--- src/rtl/cmd_pkg.sv ---
// ============================================================================
// Module      : cmd_pkg
// Description : Shared constants, type codes and FSM states for the host
//               command link.
// Revision    : 1.0 - initial release
// ============================================================================
`default_nettype none

package cmd_pkg;

    localparam logic [7:0] c_HEAD          = 8'h55;

    localparam logic [7:0] c_TYPE_ADC_CFG  = 8'h01;
    localparam logic [7:0] c_TYPE_IIC_WR   = 8'h02;
    localparam logic [7:0] c_TYPE_SPI_WR   = 8'h03;
    localparam logic [7:0] c_TYPE_IIC_RD   = 8'h04;
    localparam logic [7:0] c_TYPE_ADC_READ = 8'h05;

    localparam logic [1:0] c_ERR_NONE      = 2'b00;
    localparam logic [1:0] c_ERR_BAD_TYPE  = 2'b01;
    localparam logic [1:0] c_ERR_BAD_LEN   = 2'b10;
    localparam logic [1:0] c_ERR_TIMEOUT   = 2'b11;

    typedef enum logic [2:0] {
        ST_IDLE = 3'd0,
        ST_TYPE = 3'd1,
        ST_LEN  = 3'd2,
        ST_DATA = 3'd3,
        ST_DROP = 3'd4
    } state_t;

    // A value in 1..max is legal for both TYPE and LEN.
    function automatic logic in_range(input logic [7:0] value, input logic [7:0] max);
        return (value != 8'd0) && (value <= max);
    endfunction

endpackage

`default_nettype wire

--- src/rtl/cmd_frame_parser_if.sv ---
// ============================================================================
// Module      : cmd_frame_parser_if
// Description : Byte input and decoded payload / error output bundle of the
//               command frame parser.
// Revision    : 1.0 - initial release
// ============================================================================
`default_nettype none

interface cmd_frame_parser_if;

    logic [7:0] rx_data;
    logic       rx_valid;
    logic [7:0] cmd_type;
    logic [7:0] cmd_len;
    logic [7:0] cmd_data;
    logic       cmd_valid;
    logic       cmd_last;
    logic       frame_err;
    logic [1:0] err_code;

    // Byte source / payload sink side.
    modport master (
        output rx_data, rx_valid,
        input  cmd_type, cmd_len, cmd_data, cmd_valid, cmd_last, frame_err, err_code
    );

    // Parser side.
    modport slave (
        input  rx_data, rx_valid,
        output cmd_type, cmd_len, cmd_data, cmd_valid, cmd_last, frame_err, err_code
    );

endinterface

`default_nettype wire

--- src/rtl/cmd_timeout_cnt.sv ---
// ============================================================================
// Module      : cmd_timeout_cnt
// Description : Inactivity counter with clear / enable and a one-cycle expire
//               strobe when the count reaches P_TIMEOUT-1.
// Revision    : 1.0 - initial release
// ============================================================================
`default_nettype none

module cmd_timeout_cnt #(
    parameter int P_TIMEOUT = 50_000
) (
    input  wire logic i_clk,
    input  wire logic i_rst_n,
    input  wire logic i_clear,
    input  wire logic i_enable,
    output logic      o_expire
);

    localparam int              c_W     = $clog2(P_TIMEOUT);
    localparam logic [c_W-1:0]  c_LIMIT = c_W'(P_TIMEOUT - 1);

    logic [c_W-1:0] r_cnt;

    // Expiry ignores i_clear so a byte landing on the expiry cycle cannot mask it.
    assign o_expire = i_enable && (r_cnt == c_LIMIT);

    always_ff @(posedge i_clk or negedge i_rst_n) begin
        if (!i_rst_n) begin
            r_cnt <= '0;
        end else if (i_clear || o_expire) begin
            r_cnt <= '0;
        end else if (i_enable) begin
            r_cnt <= r_cnt + 1'b1;
        end
    end

endmodule

`default_nettype wire

--- src/rtl/cmd_frame_parser.sv ---
// ============================================================================
// Module      : cmd_frame_parser
// Description : Decodes {HEAD, TYPE, LEN, DATA[LEN]} host frames from the UART
//               byte stream into a payload beat stream with error reporting.
// Revision    : 1.0 - initial release
// ============================================================================
`default_nettype none

module cmd_frame_parser
    import cmd_pkg::*;
#(
    parameter logic [7:0] P_HEAD     = c_HEAD,
    parameter int         P_TYPE_MAX = 5,
    parameter int         P_MAX_LEN  = 16,
    parameter int         P_TIMEOUT  = 50_000
) (
    input  wire logic         i_clk,
    input  wire logic         i_rst_n,
    cmd_frame_parser_if.slave bus
);

    localparam logic [7:0] c_TYPE_MAX = 8'(P_TYPE_MAX);
    localparam logic [7:0] c_MAX_LEN  = 8'(P_MAX_LEN);

    state_t     r_state,     w_state_nxt;
    logic [7:0] r_remaining, w_remaining_nxt;
    logic       r_bad_type,  w_bad_type_nxt;
    logic [7:0] r_cmd_type,  w_cmd_type_nxt;
    logic [7:0] r_cmd_len,   w_cmd_len_nxt;
    logic [7:0] r_cmd_data,  w_cmd_data_nxt;
    logic       r_cmd_valid, w_cmd_valid_nxt;
    logic       r_cmd_last,  w_cmd_last_nxt;
    logic       r_frame_err, w_frame_err_nxt;
    logic [1:0] r_err_code,  w_err_code_nxt;
    logic       w_expire;

    cmd_timeout_cnt #(
        .P_TIMEOUT (P_TIMEOUT)
    ) u_timeout (
        .i_clk    (i_clk),
        .i_rst_n  (i_rst_n),
        .i_clear  (bus.rx_valid || (r_state == ST_IDLE)),
        .i_enable (r_state != ST_IDLE),
        .o_expire (w_expire)
    );

    always_comb begin
        w_state_nxt     = r_state;
        w_remaining_nxt = r_remaining;
        w_bad_type_nxt  = r_bad_type;
        w_cmd_type_nxt  = r_cmd_type;
        w_cmd_len_nxt   = r_cmd_len;
        w_cmd_data_nxt  = r_cmd_data;
        w_cmd_valid_nxt = 1'b0;
        w_cmd_last_nxt  = 1'b0;
        w_frame_err_nxt = 1'b0;
        w_err_code_nxt  = r_err_code;

        if (w_expire) begin
            // Abort the frame; a coincident byte is treated as if seen in IDLE.
            w_frame_err_nxt = 1'b1;
            w_err_code_nxt  = c_ERR_TIMEOUT;
            w_state_nxt     = (bus.rx_valid && (bus.rx_data == P_HEAD)) ? ST_TYPE : ST_IDLE;
        end else if (bus.rx_valid) begin
            case (r_state)
                ST_IDLE: begin
                    if (bus.rx_data == P_HEAD) begin
                        w_state_nxt = ST_TYPE;
                    end
                end
                ST_TYPE: begin
                    w_cmd_type_nxt = bus.rx_data;
                    w_bad_type_nxt = !in_range(bus.rx_data, c_TYPE_MAX);
                    w_state_nxt    = ST_LEN;
                end
                ST_LEN: begin
                    w_cmd_len_nxt = bus.rx_data;
                    // A bad LEN is reported even when TYPE was also bad.
                    if (!in_range(bus.rx_data, c_MAX_LEN)) begin
                        w_frame_err_nxt = 1'b1;
                        w_err_code_nxt  = c_ERR_BAD_LEN;
                        w_state_nxt     = ST_IDLE;
                    end else begin
                        w_remaining_nxt = bus.rx_data;
                        w_state_nxt     = r_bad_type ? ST_DROP : ST_DATA;
                    end
                end
                ST_DATA: begin
                    w_cmd_data_nxt  = bus.rx_data;
                    w_cmd_valid_nxt = 1'b1;
                    w_remaining_nxt = r_remaining - 8'd1;
                    if (r_remaining == 8'd1) begin
                        w_cmd_last_nxt = 1'b1;
                        w_state_nxt    = ST_IDLE;
                    end
                end
                ST_DROP: begin
                    w_remaining_nxt = r_remaining - 8'd1;
                    if (r_remaining == 8'd1) begin
                        w_frame_err_nxt = 1'b1;
                        w_err_code_nxt  = c_ERR_BAD_TYPE;
                        w_state_nxt     = ST_IDLE;
                    end
                end
                default: begin
                    w_state_nxt = ST_IDLE;
                end
            endcase
        end
    end

    always_ff @(posedge i_clk or negedge i_rst_n) begin
        if (!i_rst_n) begin
            r_state     <= ST_IDLE;
            r_remaining <= 8'd0;
            r_bad_type  <= 1'b0;
            r_cmd_type  <= 8'd0;
            r_cmd_len   <= 8'd0;
            r_cmd_data  <= 8'd0;
            r_cmd_valid <= 1'b0;
            r_cmd_last  <= 1'b0;
            r_frame_err <= 1'b0;
            r_err_code  <= c_ERR_NONE;
        end else begin
            r_state     <= w_state_nxt;
            r_remaining <= w_remaining_nxt;
            r_bad_type  <= w_bad_type_nxt;
            r_cmd_type  <= w_cmd_type_nxt;
            r_cmd_len   <= w_cmd_len_nxt;
            r_cmd_data  <= w_cmd_data_nxt;
            r_cmd_valid <= w_cmd_valid_nxt;
            r_cmd_last  <= w_cmd_last_nxt;
            r_frame_err <= w_frame_err_nxt;
            r_err_code  <= w_err_code_nxt;
        end
    end

    assign bus.cmd_type  = r_cmd_type;
    assign bus.cmd_len   = r_cmd_len;
    assign bus.cmd_data  = r_cmd_data;
    assign bus.cmd_valid = r_cmd_valid;
    assign bus.cmd_last  = r_cmd_last;
    assign bus.frame_err = r_frame_err;
    assign bus.err_code  = r_err_code;

endmodule

`default_nettype wire

--- src/flat_wrapper.sv ---
// flat-port wrapper written by rule: the top's interface ports become plain ports
module cmd_frame_parser_flat import cmd_pkg::*;
#(
    parameter logic [7:0] P_HEAD     = c_HEAD,
    parameter int         P_TYPE_MAX = 5,
    parameter int         P_MAX_LEN  = 16,
    parameter int         P_TIMEOUT  = 50_000
)
  (i_clk, i_rst_n, bus_rx_data, bus_rx_valid, bus_cmd_type, bus_cmd_len, bus_cmd_data, bus_cmd_valid, bus_cmd_last, bus_frame_err, bus_err_code);
  cmd_frame_parser_if bus_i ();
  input  wire logic i_clk;
  input  wire logic i_rst_n;
  input wire logic [$bits(bus_i.rx_data)-1:0] bus_rx_data;
  input wire logic [$bits(bus_i.rx_valid)-1:0] bus_rx_valid;
  output wire logic [$bits(bus_i.cmd_type)-1:0] bus_cmd_type;
  output wire logic [$bits(bus_i.cmd_len)-1:0] bus_cmd_len;
  output wire logic [$bits(bus_i.cmd_data)-1:0] bus_cmd_data;
  output wire logic [$bits(bus_i.cmd_valid)-1:0] bus_cmd_valid;
  output wire logic [$bits(bus_i.cmd_last)-1:0] bus_cmd_last;
  output wire logic [$bits(bus_i.frame_err)-1:0] bus_frame_err;
  output wire logic [$bits(bus_i.err_code)-1:0] bus_err_code;
  assign bus_i.rx_data = bus_rx_data;
  assign bus_i.rx_valid = bus_rx_valid;
  assign bus_cmd_type = bus_i.cmd_type;
  assign bus_cmd_len = bus_i.cmd_len;
  assign bus_cmd_data = bus_i.cmd_data;
  assign bus_cmd_valid = bus_i.cmd_valid;
  assign bus_cmd_last = bus_i.cmd_last;
  assign bus_frame_err = bus_i.frame_err;
  assign bus_err_code = bus_i.err_code;
  cmd_frame_parser #(.P_HEAD(P_HEAD), .P_TYPE_MAX(P_TYPE_MAX), .P_MAX_LEN(P_MAX_LEN), .P_TIMEOUT(P_TIMEOUT)) u_core (.i_clk(i_clk), .i_rst_n(i_rst_n), .bus(bus_i));
endmodule
--- config.mk ---
export PLATFORM = sky130hd
export DESIGN_NAME = cmd_frame_parser_flat
export DESIGN_NICKNAME = d
export VERILOG_FILES = /design/src/rtl/cmd_pkg.sv /design/src/rtl/cmd_frame_parser_if.sv /design/src/rtl/cmd_timeout_cnt.sv /design/src/rtl/cmd_frame_parser.sv /design/src/flat_wrapper.sv
export SDC_FILE = /design/constraint.sdc
export NUM_CORES = 1
export LEC_CHECK = 0
export ABC_CLOCK_PERIOD_IN_PS = 3420
export BUFFER_PORTS_ARGS = -buffer_cell sky130_fd_sc_hd__buf_4
export CORE_ASPECT_RATIO = 1.2
export CORE_UTILIZATION = 45
export DETAILED_ROUTE_END_ITERATION = 6
export GPL_TIMING_DRIVEN = 0
export PLACE_DENSITY = 0.66
export SETUP_SLACK_MARGIN = 0.02
export SLEW_MARGIN = 15
export SYNTH_ARGS = -nofsm -noshare
export SYNTH_HDL_FRONTEND = slang
export SYNTH_HIERARCHICAL = 1
export SYNTH_SLANG_ARGS = --single-unit
export TNS_END_PERCENT = 30
--- constraint.sdc ---
create_clock -name i_clk -period 3.42 [get_ports i_clk]
set_input_delay 0.513 -clock i_clk [delete_from_list [all_inputs] [get_ports i_clk]]
set_output_delay 0.513 -clock i_clk [all_outputs]
set_load 0.02 [all_outputs]
==> summary.txt, run 1 <==
Route
  – Post-DR wirelength/cell: 15.5 um
  – Final ANT Viol Nets: 0
  – Vias per inst: 5.44
  – Final wirelength: about 6200 um
  – Iteration count of the initial detailed-routing pass: 4
  – # DRC: 0
  – Vias: between 2k and 2.5k
  – 1st-iter DRT viols: between 100 and 150

Worst setup path
  – Critical Path Source Type: flop
  – Worst R2R End: u_core/bus.cmd_type[7]
  – Critical Path AT: 3.30 ns
  – Worst EP required: 3.62 ns
  – R2r setup slk: approximately 0.32 ns
  – Worst R2R Start: u_core/r_state[2]
  – Delay-heaviest family, CP: simple AND/OR/NAND/NOR gates
  – Slowest cell on crit path: dfrtp_1
  – Worst setup path startpoint: u_core/r_state[2]
  – CP peak stage delay: ~0.50 ns
  – Worst Reg-to-Reg Cells: 8
  – Top cell by count, worst path: nor3_1
  – Crit path kind: flop to flop
  – Crit path buf inv count: 2
  – Worst-path cell chain: nor3_1, inv_1, nand4_2, nor3_1, nand2b_1, or4_1, clkbuf_1, mux2_2
  – CP Capture Type: flop
  – CP Max Fanout: 10

STA
  – Slew @ Worst Pin: 0.808 ns
  – Final hold violations: 0
  – RSZ-0062 raised after global routing: no
  – Fmax: between 0.3 and 0.4 GHz
  – Slew headroom: 0.459
  – Final Setup Violations: 0
  – Final setup TNS: 0 ns
  – Clk_skew: 0.0111 ns
  – Pins Over Slew Limit: 0
  – Final period util: 0.906
  – Post-route minimum period: 3.10 ns

Clock tree
  – Worst-case clock buffer depth: 2
  – Hold-fix buffers at CTS: 0
  – Clock Root Buffer: clkbuf_8
  – Clock transition at the registers of the reported paths: roughly 0.07 ns
  – Clk Latency, worst-skew pair: about 0.33 ns
  – CTS tree: done
  – Sink Count: 57
  – Setup Fix Bufs, Post-CTS: 0
  – Number of CTS-inserted buffers: 9
  – H-tree depth: 3
  – Cts repair resizes: 0

Logic synthesis
  – Post-synth top cells: dfrtp_1, mux2_2, nor2_1
  – Synth Cell Area: between 0.002 and 0.003 mm2
  – Syn nets: between 200 and 300
  – Register area share after synthesis: 0.485
  – Mux cell area share after synthesis: 0.117
  – Netlist cell types: approximately 60
  – FFs w/ async S/R, synth: 1.00
  – Synth top area share: 0.485
  – Post-synth EDFFs: 0
  – Post-synthesis register bit count: 57
  – Number of synthesis warnings: 6
  – Simple logic cell fraction of the synthesized area: 0.207
  – Cells after synthesis: 267
  – Top cells by area, synth: dfrtp_1, mux2_2, nor2_1
  – Synth Area in XOR/XNOR: 0.0417
  – Count leader, synth: dfrtp_1
  – Post-synthesis adder-cell area fraction: 0.0128
  – Syn_area_per_cell: between 10 and 15 um2
  – Largest family of logic cells by synthesized area: simple AND/OR/NAND/NOR gates
  – Predominant post-synthesis flop cell: dfrtp_1
  – Compound-gate portion of the synthesized area: 0.0966
  – Post-synth top area cell: dfrtp_1

Pwr
  – VDD IR max: 0.550 mV
  – Final Power: ~2800 uW
  – Leakage Power: ~0.0015 uW
  – Pwr Density: about 810 mW/mm2

Place
  – RD Place Congestion: ~0.86
  – Dpl cell area: between 0.003 and 0.004 mm2
  – DP HPWL: about 4400 um
  – Number of port buffers: 37

Job
  – Max_cap viols: 0

Floorplan
  – IO Pins: 40
  – Effective utilization at floorplan: 0.477
  – # rows: 31
  – Die area: around 0.0069 mm2
  – Die X: about 76 um
  – Core ar.: roughly 0.0062 mm2
  – Die H: about 90 um

GRT
  – Vias in the first global route: ~2.2k
  – Initial antenna violation count: 0
  – Grt ovf: 0
  – All-Layer GR Usage: 0.205
  – Largest net degree at the start of global routing: 58
  – First-pass GRT wire length: ~11000 um

Finish
  – Layout cell share with drive strength beyond 1: 0.313
  – Final instance area: about 0.0035 mm2
  – Ant. Diodes: 0
  – Synthesis-to-finish area growth: 19.6%
  – Final nets: 329

Hold path
  – Worst hold path type: primary input to async pin

Status
  – Status: complete, no violations
flip-flops by register name, indices dropped and copies added (netlist names):
signal and count:
u_core/bus.frame_err 1, u_core/bus.cmd_valid 1, u_core/r_bad_type 1, u_core/u_timeout/r_cnt 16
u_core/bus.cmd_data 8, u_core/r_remaining 8, u_core/r_state 3, u_core/bus.cmd_len 8
u_core/bus.err_code 2, u_core/bus.cmd_last 1, u_core/bus.cmd_type 8
metrics by stage:
| step | cells | utilization | hold WS, ns | setup slack [ns] |
|---|---|---|---|---|
| 2_1_floorplan | 267 | - | 0.217 | 0.841 |
| 3_3_place_gp | 386 | 0.538 | 0.491 | 0.417 |
| 3_5_place_dp | 386 | 0.538 | 0.494 | 0.383 |
| 4_1_cts | 402 | 0.570 | 0.269 | 0.354 |
| 5_1_grt | 402 | 0.570 | 0.312 | 0.0628 |
| 6_report | 402 | 0.570 | 0.240 | 0.321 |
how the worst max path moves through the flow:
stage | to | cells after the start
2_1_floorplan | u_core/bus.cmd_type[0] | 9
3_3_place_gp | u_core/bus.cmd_type[1] | 8
3_5_place_dp | u_core/bus.cmd_type[7] | 8
4_1_cts | u_core/bus.cmd_type[7] | 8
5_1_grt | u_core/bus.cmd_type[7] | 8
6_report | u_core/bus.cmd_type[7] | 8
per-layer routing:
layer / vias to the layer above / wire (um) / global-route usage
met2: 33 / 3090 / 0.339
met5: - / 0 / 0
li1: 1068 / - / -
met1: 1077 / 2870 / 0.257
met4: 0 / 78 / 0.0509
met3: 8 / 202 / 0.0580
layout by cell type (no fill, tap or decap), types with 4 or more instances in the layout:
master    Yosys  routed
mux2i_1       5       5
a21oi_1      10      10
mux2_2       26      26
nor2_1       26      26
nand3_1       7       7
nand2b_1      7       7
xnor2_1       7       7
nand2_1      14      14
xor2_1        7       7
nand4_1       7       7
o21ai_0       7       7
inv_1         7       7
clkbuf_8      3      13
buf_4         0      37
dfrtp_1      57      57
nor3_1        8       8
nor4_1        4       4
report_power, final:
group | total (uW) | leakage [uW] | internal [uW] | switching, uW
Clock | 621 | 0.0000953 | 354 | 268
Combinational | 1160 | 0.000698 | 545 | 619
Sequential | 1050 | 0.000720 | 902 | 146
final cells by class:
type / instances / area, um2
multi-input combinational: 193 / 1400
clock inverter: 5 / 55.1
tap: 82 / 103
buffer: 10 / 92.6
timing repair buffer: 37 / 278
inverter: 7 / 26.3
sequential: 57 / 1430
fill: 559 / 2650
clock buffer: 11 / 141
cells by family (layout without fill, tap and decap cells):
| group | after synthesis | in the layout |
|---|---|---|
| adders and majority gates | 3 | 3 |
| DFF | 57 | 57 |
| AOI/OAI and AO/OA | 40 | 40 |
| muxes | 31 | 31 |
| buffers and inverters | 17 | 70 |
| and+or+nand+nor | 105 | 105 |
| xor gates and xnor gates | 14 | 14 |
No activity file was read; power rests on OpenSTA's default activity.
==> run 2: changes to the inputs <==
--- a/config.mk
+++ b/config.mk
@@ -7,11 +7,13 @@
 export LEC_CHECK = 0
 export ABC_CLOCK_PERIOD_IN_PS = 3420
 export BUFFER_PORTS_ARGS = -buffer_cell sky130_fd_sc_hd__buf_4
+export CELL_PAD_IN_SITES_DETAIL_PLACEMENT = 1
+export CELL_PAD_IN_SITES_GLOBAL_PLACEMENT = 1
 export CORE_ASPECT_RATIO = 1.2
 export CORE_UTILIZATION = 45
 export DETAILED_ROUTE_END_ITERATION = 6
 export GPL_TIMING_DRIVEN = 0
-export PLACE_DENSITY = 0.66
+export PLACE_DENSITY = 0.8
 export SETUP_SLACK_MARGIN = 0.02
 export SLEW_MARGIN = 15
 export SYNTH_ARGS = -nofsm -noshare
==> run 2 against run 1 <==
Compared with the run above: worst hold slack got worse by 0.024 ns; highest routed layer unchanged; cell area increased by 0.21%; clock skew increased by 0.0014 ns.
==> summary.txt, run 2 (synthesis results as in run 1) <==
Status
  – Status: complete, no violations

Clock tree
  – Clk Latency, worst-skew pair: 0.34 ns (about the same)
  – H-tree depth: 3 (unchanged)
  – Setup Fix Bufs, Post-CTS: 0 (unchanged)
  – Clock Root Buffer: clkbuf_8
  – Sink Count: 57 (unchanged)
  – Clock transition at the registers of the reported paths: 0.08 ns (about the same)
  – Cts repair resizes: 0 (unchanged)
  – Worst-case clock buffer depth: 2 (unchanged)
  – Hold-fix buffers at CTS: 0 (unchanged)
  – Number of CTS-inserted buffers: 9 (unchanged)
  – CTS tree: done

Worst setup path
  – Slowest cell on crit path: nor3_2
  – CP Capture Type: flop
  – Worst setup path startpoint: u_core/r_state[0]
  – CP Max Fanout: 10 (unchanged)
  – Worst R2R Start: u_core/r_state[0]
  – Critical Path AT: 3.37 ns (+0.07 ns)
  – Worst R2R End: u_core/bus.cmd_data[2]
  – Crit path buf inv count: 2 (unchanged)
  – Worst-path cell chain: clkbuf_8, nor3_1, inv_1, nand4_2, nor3_1, nand2b_1, nor3_2, mux2_2
  – Crit path kind: flop to flop
  – Critical Path Source Type: flop
  – R2r setup slk: 0.28 ns (-0.04 ns)
  – Delay-heaviest family, CP: simple AND/OR/NAND/NOR gates
  – Top cell by count, worst path: nor3_1
  – CP peak stage delay: 0.75 ns (+0.25 ns)
  – Worst EP required: 3.65 ns (+0.03 ns)
  – Worst Reg-to-Reg Cells: 8 (unchanged)
  – WP depth: 8 (unchanged)

GRT
  – GR peak layer: met2
  – Initial antenna violation count: 0 (unchanged)
  – All-Layer GR Usage: 0.230 (+0.0256)
  – Met2 GRT Util: 0.365 (+0.0258)
  – Largest net degree at the start of global routing: 58 (unchanged)
  – Vias in the first global route: 2360 (+6.6%)
  – Grt met3 use: 0.0469 (-0.0112)
  – First-pass GRT wire length: 11700 um (+12%)
  – Grt ovf: 0 (unchanged)
  – Met1 GRT Util: 0.297 (+0.0398)

STA
  – Final period util: 0.919 (+0.0125)
  – Slew @ Worst Pin: 0.942 ns (+0.134 ns)
  – Fmax: 0.318 GHz (-1.4%)
  – Final hold violations: 0 (unchanged)
  – RSZ-0062 raised after global routing: no
  – Slew headroom: 0.369 (-0.0899)
  – Final setup TNS: 0 ns (unchanged)
  – Final Setup Violations: 0 (unchanged)
  – Post-route minimum period: 3.14 ns (+0.0428 ns)
  – Pins Over Slew Limit: 0 (unchanged)
  – Clk_skew: 0.0125 ns (+0.00142 ns)
  – Min setup slack post-route: 0.278 ns (-0.0428 ns)

Route
  – Vias: 2286 (+4.6%)
  – # DRC: 0 (unchanged)
  – Vias per inst: 5.69 (+4.6%)
  – Post-DR wirelength/cell: 17.8 um (+14%)
  – Final wirelength: 7150 um (+14%)
  – Iteration count of the initial detailed-routing pass: 4 (unchanged)
  – Final ANT Viol Nets: 0 (unchanged)
  – 1st-iter DRT viols: 109 (+2.8%)

Place
  – DP Worst Slack: 0.318 ns (-0.0643 ns)
  – RD Place Congestion: 0.802 (-6.9%)
  – DP HPWL: 4850 um (+11%)
  – Number of port buffers: 37 (unchanged)

Job
  – Max_cap viols: 0 (unchanged)

Finish
  – Ant. Diodes: 0 (unchanged)
  – Commonest non-fill, non-tap cell in the layout: dfrtp_1
  – Layout cell share with drive strength beyond 1: 0.316 (+0.00312)
  – Final nets: 329 (unchanged)
  – Most flop-heavy register: u_core/u_timeout/r_cnt
  – Max FFs per register: 16 (unchanged)
  – Synthesis-to-finish area growth: 19.9%
  – Commonest non-fill, non-tap cells in the layout: dfrtp_1, buf_4, nor2_1, mux2_2, nand2_1

Pwr
  – Comb power frac: 0.412 (about the same)
  – Pwr Density: 823 mW/mm2 (+2.1%)
  – VDD IR max: 0.497 mV (-9.6%)
  – Clock network fraction of total power: 0.225 (+0.006)
  – Internal cell power: 1790 uW (-0.60%)
  – Leakage Power: 0.00151 uW (about the same)
  – Flop pwr share: 0.363 (-0.007)
  – Switch share: 0.383 (+0.0183)
  – Psw: 1110 uW (+7.5%)

Floorplan
  – Effective utilization at floorplan: 0.477 (unchanged)
  – Die H: 90.6 um (unchanged)
  – IO Pins: 40 (unchanged)
  – Die X: 75.8 um (unchanged)
  – Core ar.: 0.00617 mm2 (unchanged)
  – # rows: 31 (unchanged)
  – Die area: 0.00686 mm2 (unchanged)

Hold path
  – Worst hold path type: primary input to async pin
## run 2: cell count changes in the layout (fill, tap and decap cells not counted)
cell	previous run	this run
clkbuf_8	13	12
inv_6	0	1
clkinv_2	2	0
clkbuf_1	3	2
clkinv_4	0	3
## run 2: layout make-up
class | count | area (um2)
Sequential cell | 57 | 1430
Buffer | 10 | 92.6
Clock inverter | 7 | 80.1
Multi-Input combinational cell | 193 | 1400
Timing Repair Buffer | 37 | 278
Clock buffer | 9 | 124
Tap cell | 82 | 103
Inverter | 7 | 26.3
Fill cell | 655 | 2640
## run 2: metrics by stage
step | cell area, um2 | power [uW] | util | instances | hold slack [ns]
after floorplan | 2940 | 1810 | - | 267 | 0.217
after global placement | 3320 | 2210 | 0.538 | 386 | 0.491
after detailed placement | 3320 | 2260 | 0.538 | 386 | 0.495
after CTS | 3520 | 2930 | 0.572 | 402 | 0.247
after global routing | 3520 | 3060 | 0.572 | 402 | 0.278
final | 3520 | 2900 | 0.572 | 402 | 0.216
## run 2: how the worst max path moves through the flow
stage	slack (ns)	to
detailed placement	0.32	u_core/bus.cmd_data[3]
global route	0.04	u_core/bus.cmd_data[0]
CTS	0.28	u_core/bus.cmd_data[0]
finish	0.28	u_core/bus.cmd_data[2]
global placement	0.36	u_core/bus.cmd_data[4]
floorplan	0.84	u_core/bus.cmd_type[0]
## run 2: metal layers
layer / wire (um) / vias up
met1: 3120 / 1155
met4: 127 / 0
li1: - / 1072
met5: 0 / -
met2: 3690 / 47
met3: 209 / 12
## run 2: worst reg2reg max path: stages, from the launching register on
cell	delay [ns]
dfrtp_1	0.37
clkbuf_8	0.16
nor3_1	0.37
inv_1	0.25
nand4_2	0.29
nor3_1	0.16
nand2b_1	0.27
nor3_2	0.75
mux2_2	0.42
## run 2: power groups by stage
stage	Clock, uW	Combinational (uW)	Sequential [uW]
global placement	0	1160	1050
floorplan	0	583	1230
detailed placement	0	1200	1060
global route	695	1280	1080
finish	653	1190	1050
CTS	667	1210	1050
